===== src/rtl/deser_pkg.sv =====
// Shared types and elaboration helpers for the multi-lane deserializer.
// Optional idle-timeout abort is enabled by defining DESER_TIMEOUT_EN.
package deser_pkg;

  typedef enum logic {
    IDLE,
    COLLECT
  } deser_state_t;

  function automatic int beats_f(input int w, input int lanes);
    return w / lanes;
  endfunction

  function automatic int len_w_f(input int w);
    return $clog2(w + 1);
  endfunction

  // The beat counter needs at least one bit even when a single beat fills the word.
  function automatic int cnt_w_f(input int beats);
    return (beats > 1) ? $clog2(beats) : 1;
  endfunction

endpackage


===== src/rtl/deser_idle_timer.sv =====
// Counts consecutive idle cycles while a word is being collected and flags the
// cycle on which the TIMEOUT-th idle cycle is reached (used only with DESER_TIMEOUT_EN).
module deser_idle_timer #(
  parameter int TIMEOUT = 8
) (
  input  logic i_clk,
  input  logic i_rst_n,
  input  logic i_run,
  input  logic i_beat,
  output logic o_expire
);

  localparam int TW = $clog2(TIMEOUT + 1);

  logic [TW-1:0] r_idle_cnt;

  // A beat on the terminal cycle suppresses the expiry, so the beat always wins.
  assign o_expire = i_run && !i_beat && (r_idle_cnt == TW'(TIMEOUT - 1));

  always_ff @(posedge i_clk or negedge i_rst_n) begin
    if (!i_rst_n) begin
      r_idle_cnt <= '0;
    end else if (!i_run || i_beat || o_expire) begin
      r_idle_cnt <= '0;
    end else begin
      r_idle_cnt <= r_idle_cnt + TW'(1);
    end
  end

endmodule


===== src/rtl/deserializer_mlane.sv =====
// Multi-lane deserializer: packs LANES bits per valid beat into a W-bit word, MSB- or
// LSB-first, with early termination and length reporting. Define DESER_TIMEOUT_EN for idle abort.
module deserializer_mlane
  import deser_pkg::*;
#(
  parameter int W         = 16,
  parameter int LANES     = 1,
  parameter int MSB_FIRST = 1,
  parameter int TIMEOUT   = 8
) (
  input  logic                   clk_i,
  input  logic                   arst_n_i,
  input  logic [LANES-1:0]       data_i,
  input  logic                   data_val_i,
  input  logic                   data_last_i,
  output logic [W-1:0]           deser_data_o,
  output logic [len_w_f(W)-1:0]  deser_len_o,
  output logic                   deser_data_val_o,
  output logic                   deser_err_o
);

  localparam int BEATS = beats_f(W, LANES);
  localparam int LEN_W = len_w_f(W);
  localparam int CNT_W = cnt_w_f(BEATS);

  if ((W % LANES) != 0 || LANES > W || LANES < 1 || TIMEOUT < 1) begin : g_bad_cfg
    $error("deserializer_mlane: illegal W/LANES/TIMEOUT combination");
  end

  deser_state_t     r_state;
  deser_state_t     w_state_next;
  logic [CNT_W-1:0] r_cnt;
  logic [W-1:0]     r_sr;
  logic [W-1:0]     r_data;
  logic [LEN_W-1:0] r_len;
  logic             r_val;
  logic [1:0]       r_rst_sync;

  logic             w_rst_n;
  logic             w_last_beat;
  logic             w_close;
  logic             w_tmo;
  logic             w_emit;
  logic             w_shift;
  logic             w_abort;
  logic             w_collect;
  logic [W-1:0]     w_sr_shift;
  logic [W-1:0]     w_aligned;
  logic [LEN_W-1:0] w_pad;
  logic [LEN_W-1:0] w_len;

  // Reset asserts immediately but is released only after two clean clock edges.
  always_ff @(posedge clk_i or negedge arst_n_i) begin
    if (!arst_n_i) begin
      r_rst_sync <= 2'b00;
    end else begin
      r_rst_sync <= {r_rst_sync[0], 1'b1};
    end
  end

  assign w_rst_n = r_rst_sync[1];

  assign w_collect   = (r_state == COLLECT);
  assign w_last_beat = (r_cnt == CNT_W'(BEATS - 1));
  assign w_close     = data_val_i && (data_last_i || w_last_beat);

  // Shift register input: the earliest bit of each beat always ends up nearer the
  // side the word is filled from, so data_i is inserted unreordered.
  if (LANES == W) begin : g_full_lane
    assign w_sr_shift = data_i;
  end else if (MSB_FIRST != 0) begin : g_msb_shift
    assign w_sr_shift = {r_sr[W-LANES-1:0], data_i};
  end else begin : g_lsb_shift
    assign w_sr_shift = {data_i, r_sr[W-1:LANES]};
  end

  // Beats still missing from a short word decide how far to justify it.
  assign w_pad = LEN_W'((BEATS - 1 - int'(r_cnt)) * LANES);
  assign w_len = LEN_W'((int'(r_cnt) + 1) * LANES);

  if (MSB_FIRST != 0) begin : g_msb_align
    assign w_aligned = w_sr_shift << w_pad;
  end else begin : g_lsb_align
    assign w_aligned = w_sr_shift >> w_pad;
  end

`ifdef DESER_TIMEOUT_EN
  logic r_err;

  deser_idle_timer #(
    .TIMEOUT (TIMEOUT)
  ) u_idle_timer (
    .i_clk    (clk_i),
    .i_rst_n  (w_rst_n),
    .i_run    (w_collect),
    .i_beat   (data_val_i),
    .o_expire (w_tmo)
  );

  always_ff @(posedge clk_i or negedge w_rst_n) begin
    if (!w_rst_n) begin
      r_err <= 1'b0;
    end else begin
      r_err <= w_abort;
    end
  end

  assign deser_err_o = r_err;
`else
  assign w_tmo       = 1'b0;
  assign deser_err_o = 1'b0;
`endif

  always_ff @(posedge clk_i or negedge w_rst_n) begin
    if (!w_rst_n) begin
      r_state <= IDLE;
    end else begin
      r_state <= w_state_next;
    end
  end

  always_comb begin
    w_state_next = r_state;
    case (r_state)
      IDLE: begin
        if (data_val_i && !w_close) begin
          w_state_next = COLLECT;
        end
      end
      COLLECT: begin
        if (w_close || w_tmo) begin
          w_state_next = IDLE;
        end
      end
      default: w_state_next = IDLE;
    endcase
  end

  always_comb begin
    w_emit  = 1'b0;
    w_shift = 1'b0;
    w_abort = 1'b0;
    case (r_state)
      IDLE: begin
        w_emit  = w_close;
        w_shift = data_val_i && !w_close;
      end
      COLLECT: begin
        w_emit  = w_close;
        w_shift = data_val_i && !w_close;
        w_abort = w_tmo;
      end
      default: begin
        w_abort = 1'b0;
      end
    endcase
  end

  always_ff @(posedge clk_i or negedge w_rst_n) begin
    if (!w_rst_n) begin
      r_cnt  <= '0;
      r_sr   <= '0;
      r_data <= '0;
      r_len  <= '0;
      r_val  <= 1'b0;
    end else begin
      r_val <= w_emit;
      if (w_emit) begin
        r_cnt  <= '0;
        r_sr   <= '0;
        r_data <= w_aligned;
        r_len  <= w_len;
      end else if (w_shift) begin
        r_cnt <= r_cnt + CNT_W'(1);
        r_sr  <= w_sr_shift;
      end else if (w_abort) begin
        r_cnt <= '0;
        r_sr  <= '0;
      end
    end
  end

  assign deser_data_o     = r_data;
  assign deser_len_o      = r_len;
  assign deser_data_val_o = r_val;

endmodule

===== config.mk =====
export PLATFORM = sky130hd
export DESIGN_NAME = deserializer_mlane
export DESIGN_NICKNAME = d
export VERILOG_FILES = /design/src/rtl/deser_pkg.sv /design/src/rtl/deser_idle_timer.sv /design/src/rtl/deserializer_mlane.sv
export SDC_FILE = /design/constraint.sdc
export NUM_CORES = 1
export LEC_CHECK = 0
export ABC_CLOCK_PERIOD_IN_PS = 1650
export BUFFER_PORTS_ARGS = -buffer_cell sky130_fd_sc_hd__buf_2
export CAP_MARGIN = 40
export CORE_MARGIN = 1.5
export CORE_UTILIZATION = 57
export DETAILED_ROUTE_END_ITERATION = 8
export PLACE_DENSITY = 0.79
export SETUP_SLACK_MARGIN = 0.15
export SLEW_MARGIN = 15
export SYNTH_ARGS = -nofsm -noshare
export SYNTH_HDL_FRONTEND = slang
export SYNTH_SLANG_ARGS = --single-unit
export TNS_END_PERCENT = 20

===== constraint.sdc =====
create_clock -name clk_i -period 1.65 [get_ports clk_i]
set_clock_uncertainty 0.05 [all_clocks]
set_input_delay 0.0825 -clock clk_i [delete_from_list [all_inputs] [get_ports clk_i]]
set_output_delay 0.0825 -clock clk_i [all_outputs]
set_load 0.02 [all_outputs]

==> results.py, run 1 <==
metrics = {
    "drt": {
        "drc_errors": 0,
        "via_per_inst": 5.982,
        "drt_first_iter_violations": 122,
        "wl_um": 4814,
        "vias": 1687,
        "drtAntennaViolNets": 0,
        "wl_per_cell_um": 17.07,
        "drt-pass1-iter-count": 4,
    },
    "synth": {
        "synth_largest_area_cell": "dfrtp_1",
        "synth.distinct_cells": 36,
        "syn-cell-area_um2": 2222,
        "yosysSeqAreaShare_pct": 48.42,
        "yosys-top-cells-count": "43 x dfrtp_1, 30 x mux2i_1, 30 x nand2_1",
        "synth_nets": 202,
        "synth-async-reset-ratio_pct": 100.0,
        "yosysTopAreaCellShare_pct": 48.42,
        "synthTopCellsByArea": "dfrtp_1 48%, mux2i_1 14%, a22o_1 6.3%",
        "synth_ff_type": "dfrtp_1",
        "ys_ff_latch": 43,
        "synth_most_common_cell": "dfrtp_1",
        "synth_edf_count": 0,
        "avgSynthCellArea_um2": 11.34,
        "ys_warn_count": 0,
        "netlist_instances": 196,
    },
    "sta": {
        "finalSetupTns_ps": 0,
        "rsz0062_at_grt": "true",
        "timing.final.crit_share_pct": 99.42,
        "finalHoldViolations": 0,
        "finalSetupViolCount": 0,
        "fin_crit_ps": 1640,
        "whs_ps": 17.41,
        "max_clock_freq_mhz": 609.6,
        "slew_violations": 0,
    },
    "finish": {
        "finish.utilization_pct": 73.61,
        "nNetsFinal": 239,
        "num_antenna_cells": 0,
        "drive_gt1_share_pct": 35.04,
        "area_growth_syn_to_layout_pct": 22.18,
    },
    "floorplanning": {
        "die_y_um": 65.44,
        "initial_utilization_pct": 60.24,
        "die_width_um": 65.44,
        "fp.coreArea_um2": 3689,
        "rows": 22,
        "ios": 28,
        "die_area_um2": 4282,
    },
    "place": {
        "place.detailed.hpwl_um": 3310,
        "gp_congestion": 0.8862,
        "portBuffers": 26,
    },
    "power_and_ir_drop": {
        "leakage_nw": 1.199,
        "peakVddDrop_mv": 0.6388,
        "power.density_nw_per_um2": 882.2,
        "internal_power_mw": 1.710,
        "combPwrFrac_pct": 21.2,
        "clkPwrFrac_pct": 30.5,
        "p_total_mw": 2.395,
        "switching_power_uw": 685.6,
        "power_switching_share_pct": 28.62,
        "seqPwrFrac_pct": 48.2,
    },
    "global_routing": {
        "grt_max_degree": 42,
        "antenna_found_initial": 0,
        "grt_pass1_vias": 1613,
        "grt_pass1_wl_um": 7645,
        "grt_use_total_pct": 23.68,
        "grt.overflow.total": 0,
    },
    "clocking": {
        "clk_path_buf_depth": 2,
        "path_clk_slew_ps": 80,
        "clockRootBuffer": "clkbuf_8",
        "clock_sinks": 43,
        "cts_made_buffers": 5,
        "htree_levels": 2,
        "cts_tree": "yes",
        "clk_latency_ps": 300,
    },
    "worst_setup_path": {
        "crit_arrival_ps": 1760,
        "critPathKind": "flip-flop to flip-flop",
        "crit_path_top_delay_cell": "dfrtp_2",
        "worstPathCellList": "buf_6, mux2i_4, mux2i_2, o211ai_1, o221ai_2",
        "critPathTopFamily": "flip-flops",
        "cp_max_fo": 7,
        "startpoint_type": "flip-flop",
        "critPathRequiredTime_ps": 1770,
        "cp-end-kind": "flip-flop",
        "critPathMaxStageDelay_ps": 470,
        "crit_buf_inv": 1,
    },
    "flow_run": {
        "maxCapViolations": 0,
    },
    "outcome": {
        "status": "completed",
    },
    "min_path": {
        "hp-class": "input pin to flip-flop",
    },
}
final timing paths:
check                                   startpoint                            to  slack (ps)  cells after the start
max                           r_cnt[0]$_DFFE_PN0P_  deser_data_o[14]$_DFFE_PN0P_          10                      5
min                                     data_val_i          r_cnt[1]$_DFFE_PN0P_          20                      2
max reg2reg                   r_cnt[0]$_DFFE_PN0P_  deser_data_o[14]$_DFFE_PN0P_          10                      5
min reg2reg                r_rst_sync[1]$_DFF_PN0_          r_cnt[3]$_DFFE_PN0P_         240                      1
max in group asynchronous  r_rst_sync[1]$_DFF_PN0_          r_cnt[0]$_DFFE_PN0P_         950                      1
min in group asynchronous                 arst_n_i       r_rst_sync[0]$_DFF_PN0_          40                      2
flip-flops by register name, indices dropped and copies added, names as in the netlist:
signal,count
r_cnt,4
deser_data_val_o,1
r_rst_sync,2
r_sr,15
deser_data_o,16
deser_len_o,5
per-layer routing:
metal  part of all wire (%)  global-route usage [%]
met1                     45                   31.95
met2                     50                   38.14
met3                    3.5                   5.137
met4                    1.3                   8.073
met5                      0                       0
timing repair:
item / 4_1_cts / 5_1_grt
pin swaps: 2 / 2
endpoints found under the setup margin: 22 / 36
setup buffers: 1 / 0
endpoints found under the hold margin: 2 / 0
gates resized for setup: 8 / 15
hold buffers: 1 / 0
final cells by class:
class | instances | area, um^2
multi-input cells | 137 | 1164
flip-flops and latches | 43 | 1077
fillers | 250 | 973.4
repair buffers | 42 | 296.5
clock buffers | 8 | 100.1
well taps | 48 | 60.06
inverters | 4 | 17.52
kinds of logic after synthesis:
family,Yosys count,synth area share (%)
compound gates,45,15.60
xor+xnor,1,0.3942
fa+ha+maj,1,0.5630
buf+inv,16,4.167
flops,43,48.42
mux,37,20.27
other cells,2,0.3380
simple gates,51,10.25
placed cells by master (no fill, tap or decap), drive strengths merged, types with 8 or more instances in the layout:
cell type / instances
mux2i: 30
buf: 41
o21ai: 14
nor2: 8
a22o: 16
clkbuf: 8
nand2: 31
dfrtp: 43
power by group through the flow:
stage	Sequential (mW)	Combinational, mW	Clock [mW]
after floorplan	1.22	0.259	0
after global placement	1.16	0.456	0
after detailed placement	1.17	0.466	0
after CTS	1.15	0.479	0.741
after global routing	1.16	0.547	0.779
final	1.16	0.509	0.731
through the flow:
step | cell area, um^2 | setup slack (ps) | std cells
after floorplan | 2255 | 46.70 | 196
after global placement | 2500 | 16.32 | 272
after detailed placement | 2500 | -63.12 | 272
after CTS | 2649 | 47.61 | 282
after global routing | 2715 | -52.58 | 282
final | 2715 | 9.608 | 282
No activity file was read; power rests on OpenSTA's default activity.
==> run 2, diff against run 1 <==
- ABC_CLOCK_PERIOD_IN_PS: 1650 -> 1550
- GPL_ROUTABILITY_DRIVEN: default -> 0
- clock period: 1.65 -> 1.55 ns (I/O delays scaled with it)
==> results.py, run 2 (synthesis gave the netlist of run 1 again) <==
metrics = {
    "sta": {
        "timing.final.crit_share_pct": 106.9,
        "fin_crit_ps": 1657,
        "whs_ps": 20.30,
        "slew_violations": 0,
        "finalHoldViolations": 0,
        "finalSetupViolCount": 12,
        "setup_slack_ps": -107.5,
        "rsz0062_at_grt": "true",
        "max_clock_freq_mhz": 603.3,
    },
    "clocking": {
        "path_clk_slew_ps": 80,
        "clk_latency_ps": 300,
        "clock_sinks": 43,
        "clk_path_buf_depth": 2,
        "cts_tree": "yes",
        "htree_levels": 2,
        "clockRootBuffer": "clkbuf_8",
        "cts_made_buffers": 5,
    },
    "worst_setup_path": {
        "cp-end-kind": "flip-flop",
        "critPathRequiredTime_ps": 1720,
        "crit_arrival_ps": 1820,
        "critPathKind": "flip-flop to flip-flop",
        "cp_max_fo": 7,
        "startpoint_type": "flip-flop",
    },
    "floorplanning": {
        "ios": 28,
        "fp.coreArea_um2": 3689,
        "die_width_um": 65.44,
        "rows": 22,
        "initial_utilization_pct": 60.24,
        "die_y_um": 65.44,
        "die_area_um2": 4282,
    },
    "outcome": {
        "violations": "setup timing",
        "status": "finished, violations left",
    },
    "finish": {
        "design_area_um2": 2768,
        "area_growth_syn_to_layout_pct": 24.55,
        "fillers": 256,
        "largest_reg_flops": 16,
        "nNetsFinal": 243,
        "drive_gt1_share_pct": 36.55,
        "mostFrequentLayoutCell": "dfrtp_1",
        "layout_common_cells": "42 x dfrtp_1, 30 x nand2_1, 26 x buf_2, 21 x mux2i_1, 16 x a22o_1",
        "num_antenna_cells": 0,
    },
    "flow_run": {
        "maxCapViolations": 0,
    },
    "global_routing": {
        "antenna_found_initial": 0,
        "grt_use_total_pct": 25.56,
        "grt.overflow.total": 0,
        "grt_max_degree": 42,
        "grt_pass1_vias": 1683,
        "use_met3_pct": 6.507,
        "grt_pass1_wl_um": 8142,
        "met2_usage_pct": 42.09,
        "met1_usage_pct": 32.83,
        "top_usage_layer": "met2",
    },
    "drt": {
        "drtAntennaViolNets": 0,
        "wl_per_cell_um": 17.05,
        "drt_first_iter_violations": 122,
        "vias": 1678,
        "via_per_inst": 5.867,
        "drc_errors": 0,
        "drt-pass1-iter-count": 4,
        "wl_um": 4876,
    },
    "min_path": {
        "hp-class": "input pin to flip-flop",
    },
    "place": {
        "place.detailed.hpwl_um": 3291,
        "placed_area_um2": 2527,
        "portBuffers": 26,
    },
    "power_and_ir_drop": {
        "p_total_mw": 2.543,
        "power.density_nw_per_um2": 918.9,
        "peakVddDrop_mv": 0.6840,
        "leakage_nw": 1.234,
    },
}
run 2: final cells by class:
cell class                 count  area [um^2]  area share, %
timing repair buffer          45        354.1          12.79
tap                           48        60.06          2.170
multi-input combinational    138         1160          41.91
inverter                       4        17.52         0.6329
clock inverter                 2        16.27         0.5877
sequential                    43         1077          38.92
clock buffer                   6        82.58          2.984
run 2: what timing repair did:
action / in CTS / in global routing
buffers inserted: 1 / 0
hold endpoints to repair: 2 / 0
hold buffers: 1 / 0
setup endpoints to repair: 37 / 37
pin swaps: 3 / 4
gates resized for setup: 12 / 11
cloned: 1 / 1
run 2: power by group:
| group | internal (mW) | switching, mW |
|---|---|---|
| Sequential | 1.18 | 0.0432 |
| Combinational | 0.249 | 0.314 |
| Clock | 0.363 | 0.394 |
| Total | 1.79 | 0.751 |
run 2: final timing paths:
| path | start | to | slack (ps) | cells past startpoint |
|---|---|---|---|---|
| min in group asynchronous | arst_n_i | r_rst_sync[1]$_DFF_PN0_ | 30 | 2 |
| max reg2reg | r_cnt[0]$_DFFE_PN0P_ | deser_data_o[10]$_DFFE_PN0P_ | -110 | 6 |
| min reg2reg | r_rst_sync[1]$_DFF_PN0_ | r_cnt[1]$_DFFE_PN0P_ | 240 | 1 |
| max in group asynchronous | r_rst_sync[1]$_DFF_PN0_ | r_cnt[0]$_DFFE_PN0P_ | 850 | 1 |
| max | r_cnt[0]$_DFFE_PN0P_ | deser_data_o[10]$_DFFE_PN0P_ | -110 | 6 |
| min | data_val_i | r_cnt[1]$_DFFE_PN0P_ | 20 | 2 |
run 2: critical path, stage by stage (launching register included):
cell and delay, ps:
dfrtp_2 460, buf_12 170, buf_8 130, mux2i_2 150, mux2i_2 250, mux2i_1 140, o221ai_1 220
run 2: per-stage QoR:
stage	std cells	utilization (%)	setup TNS, ps	setup slack (ps)
2_1_floorplan	196	-	-366.3	-53.30
3_5_place_dp	274	68.52	-1024	-136.7
4_1_cts	285	73.37	-160.0	-35.58
5_1_grt	286	75.03	-1565	-142.3
3_3_place_gp	274	68.52	-207.2	-58.68
6_report	286	75.03	-514.7	-107.5
run 2: per-layer routing:
metal / routed length (um) / share of wire (%)
met1: 2170 / 45
met5: 0 / 0
met4: 64 / 1.3
met3: 189 / 3.9
met2: 2452 / 50
==> run 3, diff against run 2 <==
- SKIP_CTS_REPAIR_TIMING: default -> 1
- TNS_END_PERCENT: 20 -> default
==> results.py, run 3 (synthesis gave the netlist of run 1 again) <==
metrics = {
    "finish": {
        "nNetsFinal": 244,
        "layout.cells.non_filler": 287,
        "area_growth_syn_to_layout_pct": 24.21,
        "mostFrequentLayoutCell": "dfrtp_1",
        "largest_reg_flops": 16,
        "drive_gt1_share_pct": 36.40,
        "num_antenna_cells": 0,
        "layout_common_cells": "42 x dfrtp_1, 30 x nand2_1, 26 x buf_2, 25 x mux2i_1, 16 x a22o_1",
    },
    "drt": {
        "wl_um": 5079,
        "drc_errors": 0,
        "via_per_inst": 5.969,
        "drt-pass1-iter-count": 4,
        "drt_first_iter_violations": 109,
        "vias": 1713,
        "drtAntennaViolNets": 0,
        "wl_per_cell_um": 17.70,
    },
    "power_and_ir_drop": {
        "leakage_nw": 1.251,
        "power_switching_share_pct": 28.07,
        "switching_power_uw": 714.7,
        "seqPwrFrac_pct": 48.1,
        "clkPwrFrac_pct": 29.8,
        "peakVddDrop_mv": 0.5202,
        "power.density_nw_per_um2": 922.6,
        "combPwrFrac_pct": 22.1,
        "internal_power_mw": 1.832,
        "p_total_mw": 2.546,
    },
    "sta": {
        "fin_crit_ps": 1767,
        "setup_slack_ps": -217.4,
        "timing.final.crit_share_pct": 114.0,
        "slew_headroom_pct": 66.43,
        "slew_violations": 0,
        "rsz0062_at_grt": "true",
        "finalHoldViolations": 0,
        "tightestPinTransition_ps": 503.6,
        "finalSetupViolCount": 17,
        "max_clock_freq_mhz": 565.8,
    },
    "flow_run": {
        "maxCapViolations": 0,
    },
    "floorplanning": {
        "die_area_um2": 4282,
        "die_width_um": 65.44,
        "die_y_um": 65.44,
        "ios": 28,
        "initial_utilization_pct": 60.24,
        "rows": 22,
        "fp.coreArea_um2": 3689,
    },
    "global_routing": {
        "grt_max_degree": 42,
        "grt.overflow.total": 0,
        "grt_pass1_wl_um": 8052,
        "grt_use_total_pct": 25.05,
        "antenna_found_initial": 0,
        "grt_pass1_vias": 1626,
    },
    "worst_setup_path": {
        "critPathMostFrequentCell": "mux2i_1",
        "worstPathCellList": "buf_12, mux2i_1, mux2i_1, o211ai_1, o221ai_2",
        "startpoint_type": "flip-flop",
        "critPathRequiredTime_ps": 1670,
        "cp_max_fo": 7,
        "crit_arrival_ps": 1880,
        "critPathMaxStageDelay_ps": 460,
        "critPathKind": "flip-flop to flip-flop",
        "crit_path_top_delay_cell": "dfrtp_2",
        "cp-end-kind": "flip-flop",
    },
    "clocking": {
        "cts_made_buffers": 5,
        "clock_sinks": 43,
        "clk_latency_ps": 290,
        "htree_levels": 2,
        "clk_path_buf_depth": 2,
        "cts_tree": "yes",
        "path_clk_slew_ps": 70,
        "clockRootBuffer": "clkbuf_8",
    },
    "outcome": {
        "violations": "setup timing",
        "status": "finished, violations left",
    },
    "min_path": {
        "hp-class": "input pin to flip-flop",
    },
    "place": {
        "place.detailed.hpwl_um": 3440,
        "portBuffers": 26,
        "dp_cells": 276,
    },
}
==> run 3: final cells by class <==
class                   instances  area (um^2)
repair buffers                 46        349.1
well taps                      48        60.06
clock buffers                   8        100.1
inverters                       4        17.52
flip-flops and latches         43         1077
fillers                       251        928.4
multi-input cells             138         1156
==> run 3: critical path, delay by kind of cell (launching register included) <==
| kind | cells | cell delay [ps] |
|---|---|---|
| multiplexers | 2 | 470 |
| buffers and inverters | 1 | 160 |
| flip-flops | 1 | 460 |
| AO/OA/AOI/OAI | 2 | 480 |
==> run 3: path summary, 6_finish.rpt <==
path	from	cells past startpoint	slack (ps)	to
worst max-delay path	r_cnt[0]$_DFFE_PN0P_	5	-220	deser_data_o[14]$_DFFE_PN0P_
worst min-delay path	data_i	3	30	deser_data_o[0]$_DFFE_PN0P_
worst max register to register	r_cnt[0]$_DFFE_PN0P_	5	-220	deser_data_o[14]$_DFFE_PN0P_
worst min register to register	r_rst_sync[1]$_DFF_PN0_	1	250	deser_len_o[4]$_DFFE_PN0P_
max in group asynchronous	r_rst_sync[1]$_DFF_PN0_	1	830	r_cnt[0]$_DFFE_PN0P_
min in group asynchronous	arst_n_i	2	40	r_rst_sync[0]$_DFF_PN0_
==> run 3: power by group through the flow <==
stage / logic [mW] / clock network (mW) / registers, mW
finish: 0.562 / 0.760 / 1.22
global route: 0.600 / 0.831 / 1.23
CTS: 0.520 / 0.787 / 1.22
detailed placement: 0.516 / 0 / 1.24
global placement: 0.503 / 0 / 1.24
floorplan: 0.278 / 0 / 1.30
==> run 3: layer usage <==
metal | up-vias | share of wire, % | track usage (%)
met3 | 12 | 4.0 | 5.993
met4 | 0 | 1.8 | 7.813
met5 | - | 0 | 0
li1 | 806 | - | -
met2 | 44 | 49 | 39.41
met1 | 851 | 45 | 34.51
==> run 3: per-stage QoR <==
stage,utilization [%],hold WS (ps),cell area [um^2],worst slack (ps),setup TNS (ps)
2_1_floorplan,-,-268.1,2260,-53.30,-366.3
4_1_cts,71.64,-508.4,2643,-125.8,-1030
5_1_grt,74.83,42.07,2760,-271.4,-2121
3_3_place_gp,68.93,-188.8,2542,-65.46,-188.3
3_5_place_dp,68.93,-185.9,2542,-108.0,-776.9
6_report,74.83,34.19,2760,-217.4,-1118
